==> src/rtl/ipgu_pkg.sv <==
// Shared definitions for the IPGU frame-level logic.
//   ipgu_state_e   : frame sequencer states (IDLE, LOAD, START, RUN, DONE)
//   WIN_DIM        : window edge in pixels
//   level_windows(): windows per edge at each scale level {15,12,9,6,3,1}
//   IMG_DIM        : frame edge in pixels (level-0 windows x WIN_DIM)
//   TOTAL_WINDOWS  : windows handed to the HEU per frame, all levels
//   TIMEOUT_CYCLES : default watchdog limit, used only when the
//                    IPGU_FRAME_TIMEOUT_EN build option is defined
package ipgu_pkg;

  typedef enum logic [2:0] {
    IDLE  = 3'd0,
    LOAD  = 3'd1,
    START = 3'd2,
    RUN   = 3'd3,
    DONE  = 3'd4
  } ipgu_state_e;

  localparam int WIN_DIM    = 20;
  localparam int NUM_LEVELS = 6;

  // Windows along one edge of the pyramid at scale level lvl.
  function automatic int level_windows(input int lvl);
    case (lvl)
      0:       return 15;
      1:       return 12;
      2:       return 9;
      3:       return 6;
      4:       return 3;
      default: return 1;
    endcase
  endfunction

  // Each level is square, so its window count is the edge count squared.
  function automatic int total_windows();
    int sum;
    sum = 0;
    for (int lvl = 0; lvl < NUM_LEVELS; lvl++) begin
      sum += level_windows(lvl) * level_windows(lvl);
    end
    return sum;
  endfunction

  localparam int IMG_DIM        = level_windows(0) * WIN_DIM;  // 300
  localparam int TOTAL_WINDOWS  = total_windows();             // 496
  localparam int TIMEOUT_CYCLES = 65535;

endpackage

==> src/rtl/ipgu_raster_addr_gen.sv <==
// Raster x/y position counter for loading a square image into RAM.
//   clk, rst : clock, asynchronous active-high reset
//   clear    : restart at (0,0); takes priority over step
//   step     : advance one pixel in raster order
//   x, y     : current pixel position (9-bit unsigned)
//   last     : current position is the final pixel (DIM-1, DIM-1)
module ipgu_raster_addr_gen
  import ipgu_pkg::*;
#(
  parameter int DIM = IMG_DIM
) (
  input  logic       clk,
  input  logic       rst,
  input  logic       clear,
  input  logic       step,
  output logic [8:0] x,
  output logic [8:0] y,
  output logic       last
);

  localparam logic [8:0] EDGE_LAST = 9'(DIM - 1);

  always_ff @(posedge clk or posedge rst) begin
    if (rst) begin
      x <= '0;
      y <= '0;
    end else if (clear) begin
      x <= '0;
      y <= '0;
    end else if (step) begin
      if (x == EDGE_LAST) begin
        x <= '0;
        // Wrapping y after the last pixel leaves the counter ready at (0,0).
        y <= (y == EDGE_LAST) ? '0 : y + 9'd1;
      end else begin
        x <= x + 9'd1;
      end
    end
  end

  assign last = (x == EDGE_LAST) && (y == EDGE_LAST);

endmodule

==> src/rtl/ipgu_frame_ctrl.sv <==
// Frame-level sequencer for the IPGU pyramid generator.
// Loads one greyscale frame from a pixel stream into RAM1, pulses initIpgu,
// counts the windows IPGU hands to the HEU, and reports frame completion.
//
// Ports:
//   clk, rst        : clock, asynchronous active-high reset
//   start           : frame request level, sampled only in IDLE
//   pix_vld/pix_data/pix_rdy : input pixel stream
//   csRam1_ext, weRam1_ext, addrRam1_ext ({y,x}), wrDataRam1_ext : RAM1 write port
//   initIpgu        : one-cycle IPGU start pulse
//   vldIpgu, rdyHeu : IPGU->HEU window handshake, monitored only
//   busy            : frame in progress
//   frame_done      : one-cycle completion pulse
//   win_cnt         : windows consumed this frame (holds until next start)
//   err             : one-cycle pulse on start-while-busy (or watchdog expiry)
//
// Handshakes: a pixel is accepted on a rising clk edge where pix_vld and
// pix_rdy are both high; a window is counted on a rising edge in RUN where
// vldIpgu and rdyHeu are both high. pix_vld may be held with no obligation
// on pix_rdy; pix_rdy is combinational from state only.
//
// Build option IPGU_FRAME_TIMEOUT_EN: adds a 16-bit watchdog that aborts RUN
// after TIMEOUT_CYCLES consecutive cycles without a handshake (err pulse,
// no frame_done). Without it RUN waits indefinitely.
module ipgu_frame_ctrl #(
  parameter int IMG_DIM        = ipgu_pkg::IMG_DIM,
  parameter int TOTAL_WINDOWS  = ipgu_pkg::TOTAL_WINDOWS
`ifdef IPGU_FRAME_TIMEOUT_EN
  , parameter int TIMEOUT_CYCLES = ipgu_pkg::TIMEOUT_CYCLES
`endif
) (
  input  logic        clk,
  input  logic        rst,
  input  logic        start,
  input  logic        pix_vld,
  input  logic [7:0]  pix_data,
  output logic        pix_rdy,
  output logic        csRam1_ext,
  output logic        weRam1_ext,
  output logic [17:0] addrRam1_ext,
  output logic [7:0]  wrDataRam1_ext,
  output logic        initIpgu,
  input  logic        vldIpgu,
  input  logic        rdyHeu,
  output logic        busy,
  output logic        frame_done,
  output logic [8:0]  win_cnt,
  output logic        err
);

  import ipgu_pkg::*;

  localparam logic [8:0] WIN_TOTAL = 9'(TOTAL_WINDOWS);
  localparam logic [8:0] WIN_LAST  = 9'(TOTAL_WINDOWS - 1);

  ipgu_state_e state, next_state;

  logic [8:0] pos_x, pos_y;
  logic       pos_last;
  logic       accept;
  logic       win_hs;
  logic       timeout;
  logic       frame_go;

  logic       busy_nxt;
  logic       init_nxt;
  logic       done_nxt;
  logic       err_nxt;
  logic [8:0] win_cnt_nxt;

  // The state leaves LOAD on the edge that accepts the last pixel, so
  // "in LOAD" already implies the last pixel has not been taken yet.
  assign pix_rdy  = (state == LOAD);
  assign accept   = pix_vld && pix_rdy;
  assign win_hs   = (state == RUN) && vldIpgu && rdyHeu;
  assign frame_go = (state == IDLE) && start;

  ipgu_raster_addr_gen #(
    .DIM (IMG_DIM)
  ) u_addr_gen (
    .clk   (clk),
    .rst   (rst),
    .clear (frame_go),
    .step  (accept),
    .x     (pos_x),
    .y     (pos_y),
    .last  (pos_last)
  );

`ifdef IPGU_FRAME_TIMEOUT_EN
  localparam logic [15:0] WD_LAST = 16'(TIMEOUT_CYCLES - 1);
  logic [15:0] wd_cnt;

  // wd_cnt holds the number of idle RUN cycles already seen, so the
  // TIMEOUT_CYCLES-th idle cycle is the one where it equals WD_LAST.
  assign timeout = (state == RUN) && !win_hs && (wd_cnt == WD_LAST);

  always_ff @(posedge clk or posedge rst) begin
    if (rst) begin
      wd_cnt <= '0;
    end else if ((state != RUN) || win_hs) begin
      wd_cnt <= '0;
    end else begin
      wd_cnt <= wd_cnt + 16'd1;
    end
  end
`else
  assign timeout = 1'b0;
`endif

  // Next-state and next-output logic; every output below is registered.
  always_comb begin
    next_state  = state;
    win_cnt_nxt = win_cnt;

    case (state)
      IDLE:  if (start) next_state = LOAD;
      LOAD:  if (accept && pos_last) next_state = START;
      START: next_state = RUN;
      RUN: begin
        if (timeout) begin
          next_state = DONE;
        end else if (win_hs && (win_cnt == WIN_LAST)) begin
          next_state = DONE;
        end
      end
      DONE:    next_state = IDLE;
      default: next_state = IDLE;
    endcase

    if (frame_go) begin
      win_cnt_nxt = '0;
    end else if (win_hs && (win_cnt != WIN_TOTAL)) begin
      win_cnt_nxt = win_cnt + 9'd1;
    end

    busy_nxt = (next_state == LOAD) || (next_state == START) || (next_state == RUN);
    // START is the cycle the final write is on the bus; IPGU starts after it.
    init_nxt = (state == START);
    done_nxt = (state == RUN) && (next_state == DONE) && !timeout;
    // DONE is not busy, so a start arriving with frame_done is silently ignored.
    err_nxt  = (start && ((state == LOAD) || (state == START) || (state == RUN))) || timeout;
  end

  always_ff @(posedge clk or posedge rst) begin
    if (rst) begin
      state          <= IDLE;
      busy           <= 1'b0;
      csRam1_ext     <= 1'b0;
      weRam1_ext     <= 1'b0;
      addrRam1_ext   <= '0;
      wrDataRam1_ext <= '0;
      initIpgu       <= 1'b0;
      frame_done     <= 1'b0;
      win_cnt        <= '0;
      err            <= 1'b0;
    end else begin
      state      <= next_state;
      busy       <= busy_nxt;
      // Chip select is only ever driven for a write, so IPGU owns RAM1 otherwise.
      csRam1_ext <= accept;
      weRam1_ext <= accept;
      if (accept) begin
        addrRam1_ext   <= {pos_y, pos_x};
        wrDataRam1_ext <= pix_data;
      end
      initIpgu   <= init_nxt;
      frame_done <= done_nxt;
      win_cnt    <= win_cnt_nxt;
      err        <= err_nxt;
    end
  end

endmodule

==> config.mk <==
export PLATFORM = sky130hd
export DESIGN_NAME = ipgu_frame_ctrl
export DESIGN_NICKNAME = d
export VERILOG_FILES = /design/src/rtl/ipgu_pkg.sv /design/src/rtl/ipgu_raster_addr_gen.sv /design/src/rtl/ipgu_frame_ctrl.sv
export SDC_FILE = /design/constraint.sdc
export NUM_CORES = 1
export LEC_CHECK = 0
export ABC_AREA = 0
export BUFFER_PORTS_ARGS = -buffer_cell sky130_fd_sc_hd__buf_2
export CAP_MARGIN = 20
export CORE_ASPECT_RATIO = 0.9
export CORE_MARGIN = 8
export CORE_UTILIZATION = 52
export CTS_BUF_LIST = sky130_fd_sc_hd__clkbuf_2 sky130_fd_sc_hd__clkbuf_4 sky130_fd_sc_hd__clkbuf_8
export DETAILED_ROUTE_END_ITERATION = 8
export GPL_TIMING_DRIVEN = 0
export PLACE_DENSITY = 0.79
export SETUP_SLACK_MARGIN = 0.02
export SYNTH_ARGS = -nofsm -noshare
export SYNTH_HDL_FRONTEND = slang
export SYNTH_HIERARCHICAL = 1
export SYNTH_SLANG_ARGS = --single-unit
==> constraint.sdc <==
create_clock -name clk -period 2.2 [get_ports clk]
set_clock_uncertainty 0.05 [all_clocks]
set_input_delay 0.11 -clock clk [delete_from_list [all_inputs] [get_ports clk]]
set_output_delay 0.11 -clock clk [all_outputs]
set_load 0.1 [all_outputs]
==> results of run 1 <==
-- layout by cell type (no fill, tap or decap), types with 6 or more instances in the layout --
cell type | synthesis | final
nor3_1 | 14 | 14
dfrtp_1 | 61 | 56
mux2_2 | 9 | 9
nand2_1 | 15 | 15
buf_2 | 2 | 55
a21oi_1 | 8 | 8
nand4_1 | 10 | 10
xnor2_1 | 6 | 6
dlygate4sd3_1 | 0 | 9
mux2_4 | 18 | 18
nand3_1 | 10 | 10
clkbuf_8 | 0 | 10
nor2_1 | 13 | 13
-- sequential cells by signal, summed over array words and instances, names as in the netlist, 3 cells and up --
signal,count
u_addr_gen/x,9
u_addr_gen/y,9
wrDataRam1_ext,8
addrRam1_ext,18
state,3
win_cnt,9
-- final cells by class --
type	instances	share of cell area (%)
inverter	7	0.849
tap	70	2.38
timing repair buffer	67	11.0
buffer	9	2.55
multi-input combinational	168	36.2
clock buffer	10	3.74
clock inverter	6	1.70
sequential	61	41.6
-- kinds of logic after synthesis --
family,Yosys count
compound gates,26
xor+xnor,10
buf+inv,17
flops,61
mux,29
fa+ha+maj,4
simple gates,99
-- metal layers --
metal	vias to the layer above	global-route usage (%)	share of wire, %
met4	0	9.34	2.1
met3	11	3.36	7.9
met5	-	0	0
met1	1085	22.2	43
met2	81	27.1	47
li1	1049	-	-
-- report_power, final --
group / internal, µW / switching [µW]
logic: 128 / 492
clock network: 549 / 439
registers: 1180 / 67.4
-- cell usage after synthesis (4+ instances only) --
master    instances
xor2_1            4
o21ai_0           5
mux2_2            9
dfrtp_1          61
nor3_1           14
or4_1             4
nor2_1           13
inv_1             6
xnor2_1           6
a21oi_1           8
mux2_4           18
nand2b_1          4
ha_1              4
nand3_1          10
nand4_1          10
nand2_1          15
-- worst paths after layout --
kind	slack [ns]	end	cells past startpoint
hold reg to reg	0.45	wrDataRam1_ext[2]	1
setup / recovery	0.12	u_addr_gen/x[7]	9
hold / removal	0.02	err	2
min in group asynchronous	0.42	u_addr_gen/y[1]	3
max in group asynchronous	0.97	state[1]	3
setup reg to reg	0.12	u_addr_gen/x[7]	9
-- what timing repair did --
item	4_1_cts	5_1_grt
cloned	0	1
resized for setup	3	1
endpoints found under the setup margin	12	3
endpoints found under the hold margin	69	0
hold buffers	9	0
pin swaps	0	0
buffers inserted	2	0
-- worst reg2reg max path, stage by stage, from the launching register on --
cell	delay (ns)
dfrtp_1	0.35
buf_6	0.14
nor3b_4	0.21
and2_4	0.20
buf_12	0.14
buf_6	0.15
nor2b_4	0.18
a21bo_4	0.25
or3_1	0.30
nand3_1	0.07
-- per-stage QoR --
stage               instance area [µm²]  std cells  TNS (ns)  hold WS (ns)
floorplan                          3000        246    -12.37      -0.00143
global placement                   3360        371    -0.606         0.211
detailed placement                 3360        371     -1.23         0.228
CTS                                3650        397         0       0.00262
global route                       3680        398         0        0.0177
finish                             3680        398         0        0.0196
==> impl_metrics.yaml, run 1 <==
cells_and_area:
  regArea_um2: 1530
  num_antenna_cells: 0
  nets: 341
  post-route-util_pct: 65.9
  drive_gt1_share_pct: 39.9
  fillers: 427
  areaGrowthSynthToFinish_pct: 24.8
  multi_input_area_um2: 1330
setup_path:
  crit_chain: "buf_6, nor3b_4, and2_4, buf_12, buf_6, nor2b_4, a21bo_4, or3_1, nand3_1"
  slowest_stage: "dfrtp_1"
  reg2reg_from: "state[0]"
  critPathLaunchType: "register"
  cp_max_fo: 10
  criticalPathCategory: "register to register"
  cp.required_ns: 2.43
  cp_top_family: "simple AND/OR/NAND/NOR gates"
  cp-end-kind: "register"
  crit_path_frequent_cell: "buf_6"
  crit_start: "state[0]"
  slowest_delay_ns: 0.35
  arrival_ns: 2.30
  crit_buf_inv: 3
place:
  post-place-ws_ns: -0.149
  gp_congestion: 0.876
  numPortBuffers: 55
  hpwl_um: 4530
drt:
  drc: 0
  drt_first_pass_iters: 4
  wl_um: 6560
  drt_iter0_markers: 114
  vias: 2226
  ant_nets: 0
  viasPerCell: 5.59
  wl_per_cell_um: 16.5
min_path:
  hold_path.class: "primary input to register"
  hp-start: "start"
synth:
  synthFlopType: "dfrtp_1"
  yosysUniqueCellTypes: 52
  ys_seq_elements: 61
  synth-xor-area-share_pct: 2.97
  synthAdderAreaFrac_pct: 1.69
  synth-simple-area-share_pct: 21.1
  synth_top_cell_area_share_pct: 51.7
  yosysTopAreaCell: "dfrtp_1"
  ys_async_sr_fraction_pct: 100
  netlist_area_um2: 2950
  syn_nets: 264
  avgSynthCellArea_um2: 12.0
  synth_top_family_by_area: "simple AND/OR/NAND/NOR gates"
  synth_edf_count: 0
  synthCells: 246
  synth_compound_area_share_pct: 5.51
  muxShareOfSynthArea_pct: 13.3
  yosysWarnings: 6
  synth_area_leaders: "dfrtp_1, mux2_4, mux2_2"
  synth-seq-area-share_pct: 51.7
floorplanning:
  start_util_pct: 52.8
  fp.dieH_um: 87.5
  ios: 56
  die_area_um2: 8350
  core-area_um2: 5600
  rows: 26
  die_w_um: 95.4
sta:
  finalHoldViolations: 0
  worst_slack_ns: 0.124
  maxSlewViolCount: 0
  slew_headroom_pct: 39.4
  finalCritPeriodShare_pct: 94.4
  max_slew.worst_pin.slew_ns: 0.909
  clock.fmax_mhz: 482
  setup_viol: 0
  rsz0062_at_grt: "no"
  post-route-min-period_ns: 2.08
cts:
  cts_sinks: 61
  worstSkewPairLatency_ns: 0.34
  cts.clk_slew.worst_paths_ns: 0.07
  htreeDepth: 3
  cts_tree: "yes"
  cts_root_buf: "clkbuf_8"
  cts_buffer_depth: 2
  cts_buffers: 9
power:
  ir_worst_vdd_mv: 0.866
  p_leak_uw: 0.00177
  power_uw: 2850
  pwr_density_cell_nw_per_um2: 774
global_route:
  grtUsageTotal_pct: 17.4
  grt_start_max_net_pins: 44
  gr-total-overflow: 0
  first_global_vias: 2308
  antenna_found_initial: 0
  grt_pass1_wl_um: 11300
run_status:
  status: "complete, no violations"
run:
  maxCapViolations: 0
(Power assumes the default switching activity.)
==> run 2: changes to the inputs <==
--- a/config.mk
+++ b/config.mk
@@ -10,9 +10,12 @@
 export CAP_MARGIN = 20
+export CELL_PAD_IN_SITES_DETAIL_PLACEMENT = 1
+export CELL_PAD_IN_SITES_GLOBAL_PLACEMENT = 2
 export CORE_ASPECT_RATIO = 0.9
 export CORE_MARGIN = 8
-export CORE_UTILIZATION = 52
+export CORE_UTILIZATION = 34
 export CTS_BUF_LIST = sky130_fd_sc_hd__clkbuf_2 sky130_fd_sc_hd__clkbuf_4 sky130_fd_sc_hd__clkbuf_8
+export CTS_CLUSTER_SIZE = 40
 export DETAILED_ROUTE_END_ITERATION = 8
 export GPL_TIMING_DRIVEN = 0
-export PLACE_DENSITY = 0.79
+export PLACE_DENSITY_LB_ADDON = 0.1
 export SETUP_SLACK_MARGIN = 0.02
==> constraint.sdc (replaced) <==
create_clock -name clk -period 2.2 [get_ports clk]
set_clock_uncertainty 0.05 [all_clocks]
set_input_delay 0.22 -clock clk [delete_from_list [all_inputs] [get_ports clk]]
set_output_delay 0.22 -clock clk [all_outputs]
set_load 0.1 [all_outputs]
==> impl_metrics.yaml, run 2 (synthesis gave the netlist of run 1 again) <==
place:
  post-place-ws_ns: -0.204
  postPlaceCellArea_um2: 3440
  numPortBuffers: 55
  gp_congestion: 0.786
  hpwl_um: 5310
  placedCellCount: 421
sta:
  setup_viol: 0
  finalHoldViolations: 0
  post-route-min-period_ns: 2.06
  maxSlewViolCount: 0
  finalCritPeriodShare_pct: 93.8
  worst_slack_ns: 0.137
  slew_headroom_pct: 48.1
  clock.fmax_mhz: 485
  max_slew.worst_pin.slew_ns: 0.777
  rsz0062_at_grt: "yes"
drt:
  wl_per_cell_um: 17.0
  wl_um: 7510
  viasPerCell: 5.00
  ant_nets: 0
  drt_first_pass_iters: 4
  vias: 2210
  drc: 0
  drt_iter0_markers: 41
setup_path:
  arrival_ns: 2.26
  crit_path_frequent_cell: "buf_4"
  cp_max_fo: 10
  reg2reg_from: "state[1]"
  crit_chain: "buf_4, or4b_4, clkinv_4, buf_4, o21ai_0, xor2_1, nor3_1"
  slowest_delay_ns: 0.57
  slowest_stage: "or4b_4"
  cp_top_family: "simple AND/OR/NAND/NOR gates"
  cp.required_ns: 2.40
  crit_start: "state[1]"
  critPathLaunchType: "register"
  criticalPathCategory: "register to register"
  cp-end-kind: "register"
  crit_buf_inv: 3
cts:
  cts.clk_slew.worst_paths_ns: 0.07
  htreeDepth: 3
  worstSkewPairLatency_ns: 0.34
  cts_tree: "yes"
  cts_sinks: 61
  cts_buffers: 9
  cts_root_buf: "clkbuf_8"
  cts_buffer_depth: 2
run:
  maxCapViolations: 0
cells_and_area:
  final_common_cell: "dfrtp_1"
  regArea_um2: 1530
  fin_cells: 442
  num_antenna_cells: 0
  top_register: "addrRam1_ext"
  nets: 336
  largest_register_ffs: 18
  stdcell_area_um2: 3680
  fillers: 954
  drive_gt1_share_pct: 41.5
  most-common-layout-cells: "dfrtp_1, buf_2, mux2_4"
  multi_input_area_um2: 1330
  areaGrowthSynthToFinish_pct: 24.7
min_path:
  hp-start: "pix_data[7]"
  hold_path.class: "primary input to register"
power:
  pwr_density_cell_nw_per_um2: 751
  ir_worst_vdd_mv: 0.323
  pwr-share-comb_pct: 22.5
  switchingPower_uw: 1000
  p_seq_share_pct: 45.0
  p_leak_uw: 0.00176
  p_int_uw: 1760
  clkPwrFrac_pct: 32.4
  swShare_pct: 36.3
  power_uw: 2770
floorplanning:
  die_area_um2: 11900
  ios: 56
  fp.dieH_um: 104
  die_w_um: 114
  rows: 32
  core-area_um2: 8490
  start_util_pct: 34.8
global_route:
  grt_pass1_wl_um: 12700
  antenna_found_initial: 0
  first_global_vias: 2412
  grtUsageTotal_pct: 13.6
  gr-total-overflow: 0
  grt_start_max_net_pins: 29
run_status:
  status: "complete, no violations"
-- run 2: cell count changes in the layout (fill, tap and decap cells not counted), sizes merged --
cell | previous run | this run
buf | 64 | 68
bufinv | 1 | 0
clkbuf | 13 | 14
clkinv | 3 | 4
clkinvlp | 3 | 1
dlygate4sd3 | 9 | 1
-- run 2: metal layers --
layer / track usage (%) / part of all wire [%] / up-vias
li1: - / - / 1045
met1: 18.2 / 50 / 1107
met2: 19.8 / 43 / 49
met3: 4.76 / 5.1 / 9
met4: 4.56 / 1.3 / 0
met5: 0 / 0 / -
-- run 2: timing repair --
item	CTS	global route
cloned	0	1
endpoints found under the setup margin	15	15
endpoints found under the hold margin	15	0
pin swaps	0	2
gates resized for setup	3	4
buffers inserted	1	3
hold buffers	1	0
-- run 2: cell type report --
cell class | instances | area share (%)
Clock inverter | 4 | 0.714
Sequential cell | 61 | 41.6
Multi-Input combinational cell | 168 | 36.2
Tap cell | 119 | 4.04
Buffer | 9 | 2.62
Inverter | 7 | 0.849
Timing Repair Buffer | 62 | 9.79
Clock buffer | 12 | 4.15
-- run 2: power groups by stage --
stage          registers (µW)  clock network, µW  logic (µW)
6_report                 1250                898         623
5_1_grt                  1250                988         666
4_1_cts                  1250                945         631
3_5_place_dp             1270                  0         629
3_3_place_gp             1270                  0         615
2_1_floorplan            1600                  0         160
-- run 2: through the flow --
| stage | TNS (ns) | hold slack, ns | utilization [%] |
|---|---|---|---|
| after floorplan | -12.37 | 0.109 | - |
| after detailed placement | -2.02 | 0.188 | 40.6 |
| final | 0 | 0.0605 | 43.4 |
| after global placement | -1.76 | 0.365 | 40.3 |
| after global routing | -0.0000928 | 0.0359 | 43.4 |
| after CTS | 0 | 0.0396 | 42.7 |
-- run 2: worst reg2reg max path: stages (launching register included) --
cell and delay (ns):
dfrtp_2 0.44, buf_4 0.17, or4b_4 0.57, clkinv_4 0.15, buf_4 0.20, o21ai_0 0.12, xor2_1 0.16, nor3_1 0.12
-- run 2: final timing paths --
path / endpoint / slack (ns) / depth (start not counted)
min in group asynchronous: wrDataRam1_ext[0] / 0.38 / 3
setup reg to reg: u_addr_gen/x[2] / 0.14 / 7
hold / removal: wrDataRam1_ext[7] / 0.06 / 2
max in group asynchronous: u_addr_gen/x[3] / 1.06 / 3
setup / recovery: u_addr_gen/x[2] / 0.14 / 7
hold reg to reg: addrRam1_ext[1] / 0.46 / 1
==> run 3: changes to the inputs <==
CORE_UTILIZATION = 38   (was 34)
clock period = 1.94 ns   (was 2.2 ns; I/O delays follow)
==> impl_metrics.yaml, run 3 (synthesis gave the netlist of run 1 again) <==
run_status:
  status: "complete, no violations"
setup_path:
  cp-end-kind: "register"
  cp_top_family: "simple AND/OR/NAND/NOR gates"
  arrival_ns: 2.07
  crit_chain: "buf_6, or4b_4, clkinv_8, nor2b_4, a21bo_4, nor2b_1, o31a_1"
  crit_buf_inv: 2
  cp_max_fo: 6
  critPathLaunchType: "register"
  slowest_delay_ns: 0.59
  criticalPathCategory: "register to register"
  cp.required_ns: 2.11
  slowest_stage: "or4b_4"
floorplanning:
  ios: 56
  core-area_um2: 7540
  rows: 30
  start_util_pct: 39.1
  die_w_um: 109
  fp.dieH_um: 99.6
  die_area_um2: 10900
cells_and_area:
  largest_register_ffs: 18
  num_antenna_cells: 0
  stdcell_area_um2: 3890
  most-common-layout-cells: "buf_2, dfrtp_1, buf_4"
  top_register: "addrRam1_ext"
  regArea_um2: 1550
  drive_gt1_share_pct: 48.8
  multi_input_area_um2: 1390
  fin_cells: 436
  fillers: 830
  areaGrowthSynthToFinish_pct: 31.7
  final_common_cell: "buf_2"
  nets: 353
sta:
  post-route-min-period_ns: 1.90
  setup_viol: 0
  rsz0062_at_grt: "yes"
  finalCritPeriodShare_pct: 98.0
  slew_headroom_pct: 50.3
  finalHoldViolations: 0
  max_slew.worst_pin.slew_ns: 0.745
  maxSlewViolCount: 0
  worst_slack_ns: 0.0383
  clock.fmax_mhz: 526
place:
  gp_congestion: 0.792
  postPlaceCellArea_um2: 3420
  hpwl_um: 5170
  post-place-ws_ns: -0.438
  numPortBuffers: 55
  placedCellCount: 398
run:
  maxCapViolations: 0
global_route:
  grt_pass1_wl_um: 12800
  grtUsageTotal_pct: 15.2
  antenna_found_initial: 0
  gr-total-overflow: 0
  first_global_vias: 2410
  grt_start_max_net_pins: 23
drt:
  drt_first_pass_iters: 4
  wl_per_cell_um: 18.5
  drc: 0
  viasPerCell: 5.26
  wl_um: 8070
  ant_nets: 0
  vias: 2294
  drt_iter0_markers: 43
power:
  ir_worst_vdd_mv: 0.435
  p_leak_uw: 0.00184
  pwr_density_cell_nw_per_um2: 844
cts:
  cts_buffer_depth: 2
  cts.clk_slew.worst_paths_ns: 0.07
  cts_tree: "yes"
  cts_buffers: 9
  worstSkewPairLatency_ns: 0.34
  htreeDepth: 3
  cts_sinks: 61
  cts_root_buf: "clkbuf_8"
min_path:
  hold_path.class: "primary input to register"
[run 3: cell types whose count changed in the layout (fill, tap and decap cells not counted), sizes merged]
cell,change
clkinv,-1
bufbuf,+1
buf,+18
bufinv,+1
clkbuf,-2
[run 3: final cells by class]
type | instances | area share (%)
multi-input cells | 168 | 35.7
flip-flops and latches | 61 | 39.7
plain buffers | 8 | 2.45
inverters | 7 | 0.997
clock buffers | 12 | 3.93
clock inverters | 4 | 1.22
repair buffers | 80 | 12.9
well taps | 96 | 3.09
[run 3: worst reg2reg max path: cells and delay by family (launching register included)]
family                 cells  cell delay [ns]
and+or+nand+nor            3             0.67
AOI/OAI and AO/OA          2             0.45
DFF                        1             0.38
buffers and inverters      2             0.23
[run 3: repair_timing]
item | 4_1_cts | 5_1_grt
gates cloned | 1 | 0
hold endpoints to repair | 39 | 0
setup endpoints to repair | 19 | 8
hold buffers | 1 | 0
buffers inserted | 11 | 11
gates resized for setup | 11 | 13
pin swaps | 2 | 5
[run 3: metrics by stage]
stage | total power [µW] | util, % | setup TNS, ns | hold WS (ns)
6_report | 3280 | 51.5 | 0 | 0.0279
3_5_place_dp | 2170 | 45.4 | -5.93 | 0.230
5_1_grt | 3440 | 51.5 | -0.0128 | 0.0153
3_3_place_gp | 2150 | 45.1 | -8.69 | 0.341
2_1_floorplan | 2010 | - | -24.12 | 0.0826
4_1_cts | 3340 | 49.8 | 0 | 0.00575
[run 3: metal layers]
metal  up-vias  part of all wire [%]  global-route usage, %
met3        13                   5.0                   4.27
met2        63                    47                   23.0
met4         0                   1.6                   5.89
met5         -                     0                      0
met1      1143                    46                   20.0
li1       1075                     -                      -
[run 3: where the power goes]
part	leakage (µW)	switching (µW)	internal, µW
sequential	0.000806	79.3	1340
combinational	0.000931	569	142
clock	0.000103	496	652
total	0.00184	1140	2140
[run 3: path summary, 6_finish.rpt]
kind,slack (ns),cells past startpoint,to,from
max reg2reg,0.04,7,u_addr_gen/x[8],state[0]
min reg2reg,0.45,1,addrRam1_ext[10],addrRam1_ext[10]
min in group asynchronous,0.43,3,addrRam1_ext[17],rst
max,0.04,7,u_addr_gen/x[8],state[0]
max in group asynchronous,0.80,3,u_addr_gen/y[1],rst
min,0.03,2,wrDataRam1_ext[5],pix_data[5]
